<file path="src/rtl/alu_op_sequencer.sv">
// Command/response sequencer driving an external combinational ALU, with a find-first-set-and-clear macro.
// Optional `define ALU_SEQ_PIPELINE_EN lets a new command be accepted in the cycle a response is consumed.
module alu_op_sequencer #(
    parameter int BITWIDTH = 16,
    parameter int TAGWIDTH = 4
) (
    input  logic                            clk,
    input  logic                            rst_n,
    input  logic                            cmd_valid,
    output logic                            cmd_ready,
    input  logic [3:0]                      cmd_opcode,
    input  logic                            cmd_macro,
    input  logic [BITWIDTH-1:0]             cmd_a,
    input  logic [BITWIDTH-1:0]             cmd_b,
    input  logic [TAGWIDTH-1:0]             cmd_tag,
    output logic [BITWIDTH-1:0]             alu_a,
    output logic [BITWIDTH-1:0]             alu_b,
    output logic [3:0]                      alu_opcode,
    output logic                            alu_enable,
    input  logic [BITWIDTH-1:0]             alu_result,
    output logic                            rsp_valid,
    input  logic                            rsp_ready,
    output logic [BITWIDTH-1:0]             rsp_data,
    output logic [$clog2(BITWIDTH):0]       rsp_index,
    output logic [TAGWIDTH-1:0]             rsp_tag
);

    localparam int IW = $clog2(BITWIDTH) + 1;

    localparam logic [3:0] OPC_BSF  = 4'hD;
    localparam logic [3:0] OPC_BCLR = 4'h1;

    typedef enum logic [1:0] {IDLE, OP1, OP2, RESP} state_t;

    state_t                r_state;
    state_t                w_next;
    logic [BITWIDTH-1:0]   r_a;
    logic [BITWIDTH-1:0]   r_b;
    logic [3:0]            r_op;
    logic                  r_macro;
    logic [TAGWIDTH-1:0]   r_tag;
    logic [IW-1:0]         r_idx;
    logic [BITWIDTH-1:0]   r_rsp_data;
    logic [IW-1:0]         r_rsp_index;
    logic                  w_accept;

    assign w_accept  = cmd_valid & cmd_ready;
    assign rsp_data  = r_rsp_data;
    assign rsp_index = r_rsp_index;
    assign rsp_tag   = r_tag;

    always_comb begin
        w_next     = r_state;
        cmd_ready  = 1'b0;
        rsp_valid  = 1'b0;
        alu_enable = 1'b0;
        alu_a      = '0;
        alu_b      = '0;
        alu_opcode = '0;
        case (r_state)
            IDLE: begin
                cmd_ready = 1'b1;
                if (cmd_valid) w_next = OP1;
            end
            OP1: begin
                alu_enable = 1'b1;
                alu_a      = r_a;
                alu_b      = r_b;
                alu_opcode = r_macro ? OPC_BSF : r_op;
                w_next     = r_macro ? OP2 : RESP;
            end
            OP2: begin
                alu_enable = 1'b1;
                alu_a      = r_a;
                alu_b      = {{(BITWIDTH-IW){1'b0}}, r_idx};
                alu_opcode = OPC_BCLR;
                w_next     = RESP;
            end
            RESP: begin
                rsp_valid = 1'b1;
`ifdef ALU_SEQ_PIPELINE_EN
                cmd_ready = rsp_ready;
                if (rsp_ready) w_next = cmd_valid ? OP1 : IDLE;
`else
                if (rsp_ready) w_next = IDLE;
`endif
            end
            default: w_next = IDLE;
        endcase
    end

    always_ff @(posedge clk or negedge rst_n) begin
        if (!rst_n) begin
            r_state     <= IDLE;
            r_a         <= '0;
            r_b         <= '0;
            r_op        <= '0;
            r_macro     <= 1'b0;
            r_tag       <= '0;
            r_idx       <= '0;
            r_rsp_data  <= '0;
            r_rsp_index <= '0;
        end else begin
            r_state <= w_next;
            // Command capture is keyed on the handshake so RESP can also accept when pipelined.
            if (w_accept) begin
                r_a     <= cmd_a;
                r_b     <= cmd_b;
                r_op    <= cmd_opcode;
                r_macro <= cmd_macro;
                r_tag   <= cmd_tag;
            end
            case (r_state)
                OP1: begin
                    if (r_macro) begin
                        r_idx <= alu_result[IW-1:0];
                    end else begin
                        r_rsp_data  <= alu_result;
                        r_rsp_index <= '0;
                    end
                end
                OP2: begin
                    r_rsp_data  <= alu_result;
                    r_rsp_index <= r_idx;
                end
                default: ;
            endcase
        end
    end

endmodule
</file>
<file path="config.mk">
export PLATFORM = sky130hd
export DESIGN_NAME = alu_op_sequencer
export DESIGN_NICKNAME = d
export VERILOG_FILES = /design/src/rtl/alu_op_sequencer.sv
export SDC_FILE = /design/constraint.sdc
export NUM_CORES = 1
export LEC_CHECK = 0
export BUFFER_PORTS_ARGS = -buffer_cell sky130_fd_sc_hd__buf_4
export CORE_UTILIZATION = 48
export CTS_BUF_LIST = sky130_fd_sc_hd__clkbuf_8 sky130_fd_sc_hd__clkbuf_16
export DETAILED_ROUTE_END_ITERATION = 16
export PLACE_DENSITY = 0.79
export SLEW_MARGIN = 20
export SYNTH_ARGS = -nofsm -noshare
export SYNTH_HDL_FRONTEND = slang
export SYNTH_SLANG_ARGS = --single-unit
</file>
<file path="constraint.sdc">
create_clock -name clk -period 1.8 [get_ports clk]
set_input_delay 0.09 -clock clk [delete_from_list [all_inputs] [get_ports clk]]
set_output_delay 0.09 -clock clk [all_outputs]
set_load 0.05 [all_outputs]
</file>
==> flow_summary.ini, run 1 <==
[die]
die-area_um2 = 6810
fp.dieW_um = 82.5
ioPinCount = 125
die_h_um = 82.5
start_util_pct = 51.0
rows = 28
core_um2 = 6100

[timing]
relSlewSlack_pct = 42.5
setup_viol = 0
fin_crit_ns = 1.76
hold_violations = 0
worst_pin_slew_ns = 0.863
finClkSkew_ns = 0.00697
slew_viol_final = 0
setup_tns_ns = 0
fmax_mhz = 568
period_share_pct = 97.7

[worst_setup_path]
max_stage_delay_ns = 0.40
critical_path_class = reg2out
arrival_ns = 1.67
path_max_fanout = 11
cp_num_buf_inv = 3
cp-start-kind = flip-flop
r2r_start = r_state[0]
cp.required_ns = 1.71
endpoint_kind = output pin
path_delay_family = buffers and inverters
startpoint = r_state[1]
crit_chain = buf_6 -> ha_4 -> buf_12 -> a22oi_2 -> nor2b_4 -> buf_6
path_common_cell = buf_6
crit_slowest_cell = dfrtp_1

[synthesis]
syn_area_per_cell_um2 = 13.4
synth_seq_cells = 69
synth_area_um2 = 3110
syn_nets = 299
yosys.cell_types.count = 22
synthCells = 233
yosysWarnings = 0
synth_seq_area_share_pct = 55.5

[status]
status = finished, final reports clean

[final_layout]
regArea_um2 = 1730
diodes = 0
multi_input_comb_area_um2 = 1400
final_util_pct = 84.0
layout.nets = 493
syn2layout_area_growth_pct = 64.5
fillCellCount = 340
drive_above_1_share_pct = 54.2

[placement]
gp_congestion = 0.749
io_buffers = 124
hpwl_um = 4880

[clock_network]
root_buffer = clkbuf_8
cts.path.max_buffers = 2
cts_inserted_buffers = 9
clock-sinks = 69
ctsHtreeMaxLevel = 3
cts_tree = built
clkSlewWorstSetupHoldPaths_ns = 0.07
clock_latency_ns = 0.34

[detailed_routing]
wl_per_cell_um = 16.2
viasPerCell = 5.01
drc = 0
first_pass_iters = 4
ant_nets = 0
vias = 2538
drt_iter0_drc = 85
routed_wirelength_um = 8190

[global_routing]
grt_pass1_vias = 2677
grt_overflow = 0
gr-usage-all-layers_pct = 24.9
grt_max_degree = 70
grt_pass1_wl_um = 12400
antenna_found_initial = 0

[worst_hold_path]
hold_path_class = in2reg
holdCritStartpoint = cmd_valid

[flow_run]
drv_cap = 0
[repair_timing]
item                                   in CTS  in global routing
resized for setup                          12                 23
setup endpoints to repair                  36                 24
buffers inserted                            3                  0
hold buffers                               58                  0
endpoints found under the hold margin     130                  0
pin swaps                                   0                  3
[sequential cells by signal (all words and copies together) (netlist names), 2 cells and up]
name and cells:
r_a 16, r_b 16, rsp_index 5, r_idx 5, rsp_data 16, rsp_tag 4, r_op 4, r_state 2
[final cells by class]
type / instances / share of cell area (%)
Sequential cell: 69 / 33.8
Timing Repair Buffer: 195 / 33.4
Multi-Input combinational cell: 149 / 27.3
Clock buffer: 11 / 2.96
Tap cell: 75 / 1.83
Clock inverter: 5 / 0.513
Inverter: 3 / 0.220
[metrics by stage]
stage	instances	hold slack (ns)	area, um^2	setup slack, ns
2_1_floorplan	233	-0.206	3160	-0.00163
3_3_place_gp	430	0.259	4200	0.113
3_5_place_dp	430	0.259	4200	0.0370
4_1_cts	507	0.156	5030	0.00388
5_1_grt	507	0.218	5120	-0.0208
6_report	507	0.190	5120	0.0405
[cell usage in the layout, fill, tap and decap left out, drive strengths merged]
master / count
dfrtp: 69
o21a: 2
and2: 28
mux2i: 5
nand2: 18
ha: 5
mux2: 58
o31ai: 2
nor2: 5
buf: 137
a22oi: 10
nor3b: 1
clkinvlp: 1
clkbuf: 11
clkinv: 3
inv: 4
a21o: 1
nor2b: 8
o21ai: 6
dlygate4sd3: 58
[synth_stat cells]
library cell,number,area (um^2)
dfrtp_1,69,1730
o21ai_0,5,25.0
mux2i_1,5,50.1
mux2_4,10,150
mux2_2,48,541
buf_6,3,33.8
o21ai_4,1,16.3
ha_1,5,62.6
inv_1,3,11.3
buf_2,5,25.0
clkbuf_1,3,11.3
o21a_1,2,15.0
a22oi_1,10,75.1
nand2_1,17,63.8
buf_12,1,20.0
o31ai_1,2,15.0
a21o_1,1,7.51
nand2_4,1,11.3
nor2b_1,8,50.1
nor2_1,5,18.8
and2_1,28,175
nor3b_1,1,7.51
[cell families after synthesis]
| kind of cell | synth area share [%] |
|---|---|
| DFF | 55.5 |
| buffers and inverters | 3.26 |
| adders and majority gates | 2.01 |
| AOI/OAI and AO/OA | 4.95 |
| and+or+nand+nor | 10.5 |
| muxes | 23.8 |
[worst register-to-register path, stage by stage, from the launching register on]
cell     delay, ns
dfrtp_2       0.42
buf_4         0.16
buf_4         0.14
ha_1          0.21
nor2b_1       0.15
a21o_1        0.17
mux2_2        0.27
[worst paths after layout]
kind	to	slack, ns	cells after the start
setup / recovery	alu_b[0]	0.04	6
hold / removal	r_state[0]	0.19	4
setup reg to reg	r_state[1]	0.17	6
hold reg to reg	r_a[13]	0.50	1
max in group asynchronous	r_state[0]	0.77	2
min in group asynchronous	rsp_data[15]	0.41	2
[per-layer routing]
layer / vias up / share of wire, % / global-route usage, % / wire length [um]
met5: - / 0 / 0 / 0
met4: 0 / 1.5 / 11.2 / 123
met3: 11 / 8.5 / 8.90 / 696
met2: 100 / 51 / 42.2 / 4150
met1: 1243 / 39 / 28.1 / 3220
li1: 1184 / - / - / -
Power of run 1 is left out: the tool's default activity adds up to more than one toggle a clock period on the data nets, which glitch-free logic cannot reach.
==> run 2: changes to the inputs <==
==> constraint.sdc (replaced) <==
create_clock -name clk -period 1.8 [get_ports clk]
set_input_delay 0.18 -clock clk [delete_from_list [all_inputs] [get_ports clk]]
set_output_delay 0.18 -clock clk [all_outputs]
set_load 0.05 [all_outputs]
==> run 2 against run 1 <==
First-iteration DRC count grew 20%. Highest routed layer unchanged. Design area shrank 8.5%. Worst hold slack lost 0.13 ns. Count of clock-buffer cells in the layout shrank 1. Utilization shrank 7.2 points. Final cell count shrank 10%. Register-to-register slack lost 0.14 ns. Worst setup slack lost 0.036 ns.
==> flow_summary.ini, run 2 (same netlist as run 1, synthesis figures left out) <==
[status]
status = finished, final reports clean

[detailed_routing]
drt_iter0_drc = 102
viasPerCell = 5.06
wl_per_cell_um = 16.2
drc = 0
vias = 2299
ant_nets = 0
first_pass_iters = 4
routed_wirelength_um = 7360

[worst_setup_path]
worstReg2RegEnd = rsp_data[1]
endpoint = alu_opcode[1]
path_delay_family = flip-flops
ff2ff_path_depth = 7
cp_num_buf_inv = 2
cp-start-kind = flip-flop
endpoint_kind = output pin
startpoint = r_state[0]
r2r_start = r_state[0]
reg2reg_slack_ns = 0.03
cp.depth = 5
crit_slowest_cell = dfrtp_1
arrival_ns = 1.62
crit_chain = inv_2 -> ha_4 -> nand2_4 -> nor3b_4 -> buf_6
cp.required_ns = 1.62
critical_path_class = reg2out
path_max_fanout = 5
max_stage_delay_ns = 0.41

[final_layout]
multi_input_comb_area_um2 = 1430
mostFrequentLayoutCell = buf_4
drive_above_1_share_pct = 66.8
regArea_um2 = 1730
layout.nets = 441
layout_common_cells = buf_4, dfrtp_1, mux2_2
fillCellCount = 422
diodes = 0
syn2layout_area_growth_pct = 50.5
final_area_um2 = 4680

[global_routing]
grt_max_degree = 42
antenna_found_initial = 0
grt_overflow = 0
grt_pass1_vias = 2301
gr-usage-all-layers_pct = 21.7
grt_pass1_wl_um = 10800

[timing]
period_share_pct = 99.7
fin_crit_ns = 1.80
slew_viol_final = 0
finClkSkew_ns = 0.00345
fmax_mhz = 557
hold_violations = 0
setup_viol = 0
worst_pin_slew_ns = 0.388
relSlewSlack_pct = 74.1
rsz0062_at_grt = yes

[die]
die_h_um = 82.5
core_um2 = 6100
start_util_pct = 51.0
rows = 28
die-area_um2 = 6810
fp.dieW_um = 82.5
ioPinCount = 125

[clock_network]
clkSlewWorstSetupHoldPaths_ns = 0.07
ctsHtreeMaxLevel = 3
cts_tree = built
clock-sinks = 69
cts_inserted_buffers = 9
clock_latency_ns = 0.33
cts.path.max_buffers = 2
root_buffer = clkbuf_8

[placement]
hpwl_um = 5130
placed_cell_area_um2 = 4210
gp_congestion = 0.746
io_buffers = 124

[worst_hold_path]
hold_path_class = in2reg

[flow_run]
drv_cap = 0
## run 2: how the worst min path moves through the flow
stage,depth (start not counted),slack [ns],startpoint,to
CTS,3,0.05,alu_result[0],r_idx[0]
finish,3,0.06,alu_result[3],r_idx[3]
detailed placement,1,0.13,rst_n,rsp_data[0]
floorplan,0,-0.12,rst_n,r_a[0]
global placement,1,0.13,rst_n,rsp_data[0]
global route,3,0.05,alu_result[0],r_idx[0]
## run 2: repair_timing
item / CTS / global route
endpoints found under the setup margin: 36 / 36
pin swaps: 1 / 4
gates resized for setup: 35 / 23
hold buffers: 1 / 0
endpoints found under the hold margin: 28 / 0
setup buffers: 4 / 5
## run 2: metal layers
layer / share of wire, % / vias up / track usage, %
li1: - / 1082 / -
met1: 40 / 1117 / 25.5
met2: 51 / 92 / 36.9
met3: 8.5 / 8 / 8.79
met4: 1.0 / 0 / 5.69
met5: 0 / - / 0
## run 2: through the flow
stage	hold slack [ns]	setup WS [ns]	util, %	setup TNS [ns]	instances
after global placement	0.125	0.149	69.1	0	430
final	0.0579	0.00477	76.8	0	454
after detailed placement	0.128	0.0718	69.1	0	430
after CTS	0.0476	-0.00923	74.8	-0.00964	450
after floorplan	-0.116	-0.103	-	-0.445	233
after global routing	0.0518	-0.0578	76.8	-0.995	454
## run 2: worst min-delay path, cell delays in order
cell and delay (ns):
buf_4 0.08, nand2_1 0.04, nand2_1 0.05
## run 2: final cells by class
class | instances | share of cell area [%]
Sequential cell | 69 | 36.9
Multi-Input combinational cell | 149 | 30.6
Timing Repair Buffer | 143 | 26.9
Clock buffer | 10 | 2.94
Tap cell | 75 | 2.00
Clock inverter | 5 | 0.454
Inverter | 3 | 0.241
Power of run 2 is left out for the same reason.
==> run 3: changes to the inputs <==
BUFFER_PORTS_ARGS = -buffer_cell sky130_fd_sc_hd__buf_2   (was -buffer_cell sky130_fd_sc_hd__buf_4)
RECOVER_POWER = 100   (was unset)
==> run 3 against run 2 <==
The flow now finishes with violations (setup timing). Clock skew rose by 0.0047 ns. Final cell count rose by 0.66%. Wire length fell by 2.1%. Sequential cell count did not move. Worst setup slack got worse by 0.018 ns. Sequential share of layout area rose by 1.6 points. Critical path depth did not move. Register-to-register slack improved by 0.07 ns. Critical endpoint is now alu_opcode[0]. Largest cell class unchanged.
==> flow_summary.ini, run 3 (same netlist as run 1, synthesis figures left out) <==
[clock_network]
cts_tree = built
clock-sinks = 69
ctsHtreeMaxLevel = 3
clkSlewWorstSetupHoldPaths_ns = 0.07
root_buffer = clkbuf_8
cts.path.max_buffers = 2
cts_inserted_buffers = 9
clock_latency_ns = 0.35

[global_routing]
grt_pass1_wl_um = 10700
met2_usage_pct = 36.4
grt_pass1_vias = 2314
grt_use_met3_pct = 10.2
antenna_found_initial = 0
top_usage_layer = met2
grt_max_degree = 70
gr-usage-all-layers_pct = 21.8
use_met1_pct = 25.5
grt_overflow = 0

[timing]
setup_tns_ns = -0.0143
finClkSkew_ns = 0.00813
rsz0062_at_grt = yes
slew_viol_final = 0
hold_violations = 0
timing.final.ws_setup_ns = -0.0137
setup_viol = 2
period_share_pct = 101
relSlewSlack_pct = 37.5
fin_crit_ns = 1.81
fmax_mhz = 551
worst_pin_slew_ns = 0.938

[die]
core_um2 = 6100
die-area_um2 = 6810
start_util_pct = 51.0
ioPinCount = 125
die_h_um = 82.5
fp.dieW_um = 82.5
rows = 28

[detailed_routing]
first_pass_iters = 4
wl_per_cell_um = 15.8
ant_nets = 0
drc = 0
drt_iter0_drc = 84
routed_wirelength_um = 7210
vias = 2340
viasPerCell = 5.12

[final_layout]
drive_above_1_share_pct = 61.3
layout_common_cells = dfrtp_1, buf_2, mux2_2
fillCellCount = 431
regArea_um2 = 1730
layout.nets = 443
diodes = 0
mostFrequentLayoutCell = dfrtp_1
multi_input_comb_area_um2 = 1440
syn2layout_area_growth_pct = 44.2
final_util_pct = 73.6

[placement]
hpwl_um = 4620
io_buffers = 124
gp_congestion = 0.768

[worst_setup_path]
cp-start-kind = flip-flop
arrival_ns = 1.63
reg2reg_slack_ns = 0.10
cp.required_ns = 1.62
endpoint_kind = output pin
critical_path_class = reg2out
path_max_fanout = 6
ff2ff_path_depth = 5

[flow_run]
drv_cap = 0

[status]
violations = setup timing
status = complete, but fails checks

[worst_hold_path]
worstHoldPathCells = 3
hold_path_class = in2reg
==> run 3: cell count changes in the layout (fill, tap and decap cells not counted), sizes merged <==
cell / previous run / this run
inv: 6 / 3
clkbuf: 10 / 36
clkinvlp: 0 / 3
bufinv: 0 / 1
buf: 142 / 118
==> run 3: metrics by stage <==
stage	hold slack (ns)	cell area, um^2	worst slack [ns]	instances
final	0.0518	4490	-0.0137	457
after global routing	0.0381	4490	-0.0718	457
after CTS	0.0415	4380	-0.0739	452
after detailed placement	0.232	3920	0.0321	430
after global placement	0.232	3920	0.0885	430
after floorplan	-0.116	3160	-0.103	233
==> run 3: cell type report <==
| class | instances | area share [%] |
|---|---|---|
| multi-input combinational | 149 | 32.0 |
| clock buffer | 10 | 3.07 |
| tap | 75 | 2.09 |
| sequential | 69 | 38.5 |
| inverter | 3 | 0.251 |
| clock inverter | 6 | 1.39 |
| timing repair buffer | 145 | 22.7 |
==> run 3: per-layer routing <==
metal / wire [um] / vias up
met5: 0 / -
met4: 80 / 0
met3: 619 / 8
met2: 3570 / 99
met1: 2930 / 1151
li1: - / 1082
==> run 3: worst paths after layout <==
path | startpoint | end
max reg2reg | r_state[0] | rsp_index[0]
min | alu_result[0] | r_idx[0]
max in group asynchronous | rst_n | r_state[0]
min reg2reg | r_a[8] | r_a[8]
max | r_state[0] | alu_opcode[0]
min in group asynchronous | rst_n | rsp_data[0]
==> run 3: repair_timing <==
item,4_1_cts,5_1_grt
cloned,0,0
gates resized for setup,68,31
hold buffers,1,0
endpoints found under the setup margin,37,37
endpoints found under the hold margin,69,0
buffers inserted,5,6
pin swaps,0,4
==> run 3: worst max-delay path: stages (launching register included) <==
cell and delay [ns]:
dfrtp_2 0.44, buf_4 0.15, ha_2 0.24, o21a_1 0.13
o21a_2 0.19, buf_6 0.15
Power of run 3 is left out for the same reason.
